$ cat src/rtl/sprite_loader.sv
// Sprite RAM writer: turns a row-major valid/ready pixel stream into registered {row, col} writes.
// Optional build macro SPRITE_LOADER_COLOR_KEY_EN suppresses writes of the KEY (transparent) colour.
module sprite_loader #(
    parameter int unsigned   DW        = 8,
    parameter int unsigned   SIDE_LOG2 = 6,
    parameter logic [DW-1:0] KEY       = 8'hE3
) (
    input  logic                   clk,
    input  logic                   rst_n,
    input  logic                   start,
    input  logic                   abort,
    input  logic [DW-1:0]          s_data,
    input  logic                   s_valid,
    output logic                   s_ready,
    output logic                   we,
    output logic [2*SIDE_LOG2-1:0] waddr,
    output logic [DW-1:0]          wdata,
    output logic                   busy,
    output logic                   done
);

    typedef enum logic [1:0] {StIdle, StLoad, StDone} state_e;

    state_e                   state_q, state_d;
    logic [SIDE_LOG2-1:0]     col_q, row_q;
    logic                     we_q, done_q;
    logic [2*SIDE_LOG2-1:0]   waddr_q;
    logic [DW-1:0]            wdata_q;
    logic                     accept;
    logic                     last;
    logic                     write_en;

    always_ff @(posedge clk) begin
        if (!rst_n) begin
            state_q <= StIdle;
        end else begin
            state_q <= state_d;
        end
    end

    always_comb begin
        state_d = state_q;
        unique case (state_q)
            StIdle: if (start) state_d = StLoad;
            StLoad: begin
                if (abort) begin
                    state_d = StIdle;
                end else if (accept && last) begin
                    state_d = StDone;
                end
            end
            StDone:  state_d = StIdle;
            default: state_d = StIdle;
        endcase
    end

    always_comb begin
        s_ready = (state_q == StLoad) && !abort;
        accept  = s_ready && s_valid;
        last    = (&col_q) && (&row_q);
        // done_q extends busy through the cycle after DONE so busy falls two edges after the last accept
        busy    = (state_q != StIdle) || done_q;
    end

`ifdef SPRITE_LOADER_COLOR_KEY_EN
    assign write_en = accept && (s_data != KEY);
`else
    logic unused_key;
    assign unused_key = ^KEY;
    assign write_en   = accept;
`endif

    always_ff @(posedge clk) begin
        if (!rst_n) begin
            col_q   <= '0;
            row_q   <= '0;
            we_q    <= 1'b0;
            waddr_q <= '0;
            wdata_q <= '0;
            done_q  <= 1'b0;
        end else begin
            we_q   <= write_en;
            done_q <= (state_q == StDone);
            if ((state_q == StIdle) && start) begin
                col_q <= '0;
                row_q <= '0;
            end else if (accept) begin
                // address is the pre-increment position of the accepted word
                waddr_q <= {row_q, col_q};
                wdata_q <= s_data;
                col_q   <= col_q + SIDE_LOG2'(1);
                if (&col_q) begin
                    row_q <= row_q + SIDE_LOG2'(1);
                end
            end
        end
    end

    assign we    = we_q;
    assign waddr = waddr_q;
    assign wdata = wdata_q;
    assign done  = done_q;

endmodule

$ cat config.mk
export PLATFORM = sky130hd
export DESIGN_NAME = sprite_loader
export DESIGN_NICKNAME = d
export VERILOG_FILES = /design/src/rtl/sprite_loader.sv
export SDC_FILE = /design/constraint.sdc
export NUM_CORES = 1
export LEC_CHECK = 0
export ABC_CLOCK_PERIOD_IN_PS = 3500
export BUFFER_PORTS_ARGS = -buffer_cell sky130_fd_sc_hd__buf_2
export CAP_MARGIN = 25
export CORE_ASPECT_RATIO = 0.5
export CORE_MARGIN = 3
export CORE_UTILIZATION = 38
export DETAILED_ROUTE_END_ITERATION = 8
export HOLD_SLACK_MARGIN = 0.08
export PLACE_DENSITY = 0.6
export SYNTH_ARGS = -nofsm -noshare
export SYNTH_HDL_FRONTEND = slang
export SYNTH_SLANG_ARGS = --single-unit
$ cat constraint.sdc
create_clock -name clk -period 3.5 [get_ports clk]
set_input_delay 0.35 -clock clk [delete_from_list [all_inputs] [get_ports clk]]
set_output_delay 0.35 -clock clk [all_outputs]
set_load 0.05 [all_outputs]
==> impl_metrics.csv, run 1 <==
group,metric,value,unit
status,outcome,"complete, no violations",
worst_setup_path,startpoint,"state_q[1]",
sta,relSlewSlack,0.539,
grt,grt_pass1_wl,5560,µm
clock_network,cts_tree,"built",
final_layout,finish.utilization,0.494,
sta,min_period_over_period,0.457,
synth,ys_seq_area_frac,0.500,
sta,tns,0,ns
route,ant_nets,0,
synth,synth_top_cell_area_share,0.500,
synth,syn_nets,190,
power,ir_drop,147,µV
clock_network,cts_hold_buf,0,
clock_network,cts-buffers-inserted,5,
grt,busiest_layer,"met2",
route,via_count,1303,
route,wl,3180,µm
sta,setup_violations,0,
grt,gr-usage-met1,0.211,
synth,ys_types,25,
synth,synth_most_common_cell,"nand2_1",
synth,synth_area_leaders,"dfxtp_1, nand2_1, a21oi_1",
final_layout,drive_above_1_share,0.220,
clock_network,clk_pin_slew,0.07,ns
power,p_leak,0.655,nW
clock_network,clock_sinks,36,
route,wl_per_cell,12.2,µm
sta,tightest_slew,0.691,ns
floorplan,initial_core_util,0.409,
synth,synth_edf_count,0,
synth,ys_seq_elements,36,
floorplan,num_rows,15,
synth,avgSynthCellArea,8.24,µm²
grt,use_met3,0.0427,
final_layout,area_delta_synth_final,21.0,%
route,drt_iter0_drc,65,
synth,synth_common_cells,"nand2_1, dfxtp_1, a21oi_1",
floorplan,dieHeight,49.6,µm
grt,grt_max_degree,38,
sta,period_minus_slack,1.60,ns
clock_network,cts_resized,0,
placed_design,io_buffers,36,
floorplan,die_w,93.1,µm
clock_network,htree_num_levels,2,
sta,report.final.hold_viol_count,0,
worst_setup_path,critical_path_arrival,1.82,ns
synth,syn_area,1440,µm²
worst_setup_path,r2r_start,"state_q[1]",
clock_network,clk_latency,0.28,ns
placed_design,dp.cells,253,
sta,fin_skew,0.00358,ns
final_layout,finalNonFillerCells,260,
sta,clock.fmax,0.625,GHz
sta,whs,0.301,ns
floorplan,io_pins,37,
min_path,hold_start,"s_data[4]",
grt,first_global_vias,1191,
final_layout,fin_nets,224,
grt,antenna_found_initial,0,
route,drc,0,
floorplan,dieArea,4610,µm²
synth,yosys.area.top_type,"dfxtp_1",
job,cap_violations,0,
grt,overflow,0,
clock_network,clockBufferDepth,2,
sta,drv_slew,0,
grt,use_met2,0.221,
synth,yosys_warnings,0,
worst_setup_path,cp_max_fo,37,
placed_design,gp_congestion,0.756,
worst_setup_path,critical_path_class,"flip-flop to flip-flop",
sta,rsz0062_at_grt,"false",
worst_setup_path,worstPathRequired,3.72,ns
synth,synth_flop_cell,"dfxtp_1",
placed_design,place.detailed.hpwl,2080,µm
grt,grt_usage,0.151,
synth,async_flop_share,0,
floorplan,design.core.area,3530,µm²
final_layout,n_antenna_cell,0,
min_path,hold_class,"input pin to flip-flop",
route,via_per_inst,5.01,
clock_network,root_buffer,"clkbuf_8",
worst_setup_path,start_kind,"flip-flop",
worst_setup_path,crit_path_end_kind,"flip-flop",
power,powerDensity,428,nW/µm²
synth,netlist_instances,175,
route,drt-pass1-iter-count,4,
clock_network,post-cts-setup-buffers,0,
## critical path, cell delays in order (launching register included)
cell       delay, ns
dfxtp_1         0.38
nand4bb_1       0.20
buf_4           0.26
or4_1           0.54
a21oi_1         0.15
## logic make-up (layout without fill, tap and decap cells)
| kind of cell | Yosys count | in the layout | synth area share |
|---|---|---|---|
| and+or+nand+nor | 86 | 86 | 0.286 |
| DFF | 36 | 36 | 0.500 |
| AOI/OAI and AO/OA | 32 | 32 | 0.117 |
| buffers and inverters | 13 | 47 | 0.0391 |
| muxes | 5 | 5 | 0.0347 |
| adders and majority gates | 2 | 2 | 0.0174 |
| xor gates and xnor gates | 1 | 1 | 0.00608 |
## power breakdown
part / total (mW) / leakage [nW] / internal [mW] / switching [mW]
Clock: 0.276 / 0.0410 / 0.135 / 0.141
Combinational: 0.0550 / 0.324 / 0.0161 / 0.0389
Sequential: 0.416 / 0.290 / 0.413 / 0.00262
## routing by layer
layer | up-vias | wire, µm
met3 | 5 | 189
met1 | 586 | 1690
met2 | 38 | 1250
met4 | 0 | 40
li1 | 674 | -
met5 | - | 0
## final timing paths
check              to  slack, ns  depth (start not counted)
max          row_q[0]       1.90                          4
min          wdata[4]       0.30                          3
max reg2reg  row_q[0]       1.90                          4
min reg2reg  waddr[4]       0.45                          2
## area by class of cell
class,instances,area [µm²]
fill,370,1780
tap,51,63.8
timing repair buffer,38,195
multi-input combinational,126,679
clock inverter,1,5.00
sequential,36,721
inverter,2,7.51
clock buffer,6,72.6
## flip-flops by register name, summed over array words and instances, names as in the netlist
signal,flops
col_q,6
done,1
row_q,6
state_q,2
waddr,12
wdata,8
we,1
## cell usage in the layout (no fill, tap or decap), drive strengths merged, types with 2 or more instances in the layout
cell and n:
clkbuf 6, mux2i 5, a21oi 26, nor4 4, or4 3, nand2 48
ha 2, dfxtp 36, buf 38, inv 2, nand4 2, nor3 2
nand3b 4, o21ai 2, nand3 12, or3 3, o31ai 2, nor2 4
## stage by stage
step | setup slack (ns) | power [mW] | instance area, µm²
final | 1.90 | 0.747 | 1740
after global routing | 1.74 | 0.781 | 1740
after CTS | 1.87 | 0.758 | 1740
after detailed placement | 1.83 | 0.481 | 1670
after global placement | 1.87 | 0.480 | 1670
after floorplan | 1.52 | 0.463 | 1440
No activity file was read; power rests on OpenSTA's default activity.
==> run 2, diff against run 1 <==
- ABC_AREA: not set -> 1
- ABC_CLOCK_PERIOD_IN_PS: 3500 -> 1600
- PLACE_DENSITY: 0.6 -> 0.59
- clock period: 3.5 -> 1.6 ns (I/O delays scaled with it)
==> run 2 against run 1 <==
Setup slack worse by 1.7 ns. Register-to-register slack worse by 1.7 ns. Routed wire length is 0.98% higher. First-iteration DRC count is 49% lower. Sequential share of layout area is 1.5 points lower. Critical path type unchanged. Largest cell class unchanged.
==> impl_metrics.csv, run 2 <==
group,metric,value,unit
status,outcome,"complete, no violations",
worst_setup_path,startpoint,"col_q[0]",
sta,fin_skew,0.00549,ns
grt,antenna_found_initial,0,
final_layout,final_area,1810,µm²
clock_network,cts_resized,0,
final_layout,fin_nets,252,
min_path,hold_start,"s_data[1]",
worst_setup_path,cp_max_fo,6,
synth,synth_common_cells,"nand2_1, nor2_1, dfxtp_1",
floorplan,num_rows,15,
worst_setup_path,worstRegToRegCells,6,
synth,synth_area_leaders,"dfxtp_1, nand2_1, nor2_1",
final_layout,seq_area,721,µm²
synth,synth_top_cell_area_share,0.483,
grt,grt_pass1_wl,5280,µm
placed_design,gp_congestion,0.763,
final_layout,drive_above_1_share,0.223,
sta,period_minus_slack,1.42,ns
route,drt-pass1-iter-count,4,
min_path,hold_end,"wdata[1]",
job,cap_violations,0,
final_layout,finalNonFillerCells,289,
sta,drv_slew,0,
route,ant_nets,0,
worst_setup_path,critical_path_arrival,1.58,ns
sta,tns,0,ns
synth,avgSynthCellArea,7.57,µm²
final_layout,final_cell_mix,"nand2_1, nor2_1, dfxtp_1, buf_2, o21ai_0",
synth,yosys.area.top_type,"dfxtp_1",
clock_network,clockBufferDepth,2,
sta,relSlewSlack,0.704,
synth,synth_edf_count,0,
floorplan,design.core.area,3600,µm²
placed_design,post_dp_cell_area,1720,µm²
worst_setup_path,start_kind,"flip-flop",
floorplan,die_w,94.6,µm
final_layout,fill_cells,382,
clock_network,cts_tree,"built",
final_layout,multiInputGateArea,659,µm²
synth,ys_seq_elements,36,
synth,syn_nets,212,
clock_network,cts_hold_buf,0,
final_layout,area_delta_synth_final,21.5,%
worst_setup_path,crit_path_end_kind,"flip-flop",
power,ir_drop,500,µV
sta,tightest_slew,0.443,ns
placed_design,dp.cells,281,
power,p_total,1.78,mW
synth,netlist_instances,197,
sta,setup_violations,0,
worst_setup_path,rrSetupSlack,0.18,ns
synth,async_flop_share,0,
floorplan,dieArea,4760,µm²
worst_setup_path,worstPathRequired,1.75,ns
power,powerDensity,985,nW/µm²
worst_setup_path,r2r_start,"col_q[0]",
clock_network,cts-buffers-inserted,5,
clock_network,clock_sinks,36,
power,p_leak,0.786,nW
floorplan,dieHeight,50.3,µm
grt,grt_usage,0.147,
synth,ys_seq_area_frac,0.483,
clock_network,root_buffer,"clkbuf_8",
route,drt_iter0_drc,33,
synth,ys_types,21,
sta,report.final.hold_viol_count,0,
grt,overflow,0,
sta,clock.fmax,0.702,GHz
floorplan,initial_core_util,0.414,
placed_design,place.detailed.hpwl,2320,µm
min_path,hold_class,"input pin to flip-flop",
placed_design,io_buffers,36,
clock_network,clk_latency,0.29,ns
floorplan,io_pins,37,
grt,grt_max_degree,22,
route,via_count,1333,
clock_network,clk_pin_slew,0.07,ns
synth,syn_area,1490,µm²
sta,rsz0062_at_grt,"false",
final_layout,largest_reg_flops,12,
synth,synth_flop_cell,"dfxtp_1",
clock_network,htree_num_levels,2,
synth,yosys_warnings,0,
sta,min_period_over_period,0.890,
worst_setup_path,critical_path_class,"flip-flop to flip-flop",
min_path,min_path_cells,3,
route,wl_per_cell,11.1,µm
route,via_per_inst,4.61,
final_layout,n_antenna_cell,0,
worst_setup_path,r2r_end,"row_q[3]",
sta,whs,0.121,ns
route,drc,0,
grt,first_global_vias,1150,
route,wl,3210,µm
clock_network,post-cts-setup-buffers,0,
[run 2: worst max path at each step]
stage / to / slack (ns) / cells past startpoint
detailed placement: row_q[0] / 0.20 / 6
global route: row_q[3] / 0.05 / 6
CTS: row_q[3] / 0.18 / 6
global placement: row_q[0] / 0.24 / 6
floorplan: row_q[0] / 0.33 / 7
finish: row_q[3] / 0.18 / 6
[run 2: power by group]
group | total, mW | switching, mW | internal (mW)
clock network | 0.665 | 0.313 | 0.351
registers | 0.928 | 0.0105 | 0.917
logic | 0.192 | 0.142 | 0.0505
[run 2: kinds of logic (layout without fill, tap and decap cells)]
| logic type | count (synthesis) | count (layout) | share of synthesized area |
|---|---|---|---|
| flops | 36 | 36 | 0.483 |
| simple gates | 94 | 94 | 0.275 |
| xor+xnor | 3 | 3 | 0.0176 |
| compound gates | 38 | 38 | 0.133 |
| fa+ha+maj | 2 | 2 | 0.0168 |
| buf+inv | 24 | 65 | 0.0747 |
[run 2: per-layer routing]
metal	GRT usage	vias up	part of all wire
met1	0.193	599	0.52
met5	0	-	0
met3	0.0464	6	0.046
li1	-	705	-
met4	0.0718	0	0.021
met2	0.217	23	0.41
[run 2: stage by stage]
step / worst slack [ns] / util
after floorplan: 0.329 / -
after global placement: 0.241 / 0.478
after detailed placement: 0.200 / 0.478
after CTS: 0.176 / 0.503
after global routing: 0.0520 / 0.503
final: 0.176 / 0.503
[run 2: layout make-up]
class | instances | share of cell area
Multi-Input combinational cell | 137 | 0.364
Inverter | 16 | 0.0331
Tap cell | 51 | 0.0352
Timing Repair Buffer | 41 | 0.120
Clock buffer | 8 | 0.0497
Sequential cell | 36 | 0.398
[run 2: critical path, cell delays in order, from the launching register on]
cell     delay (ns)
dfxtp_1        0.38
ha_1           0.21
nand3_1        0.20
inv_1          0.10
nand3_1        0.21
nand2_1        0.12
a21oi_1        0.07
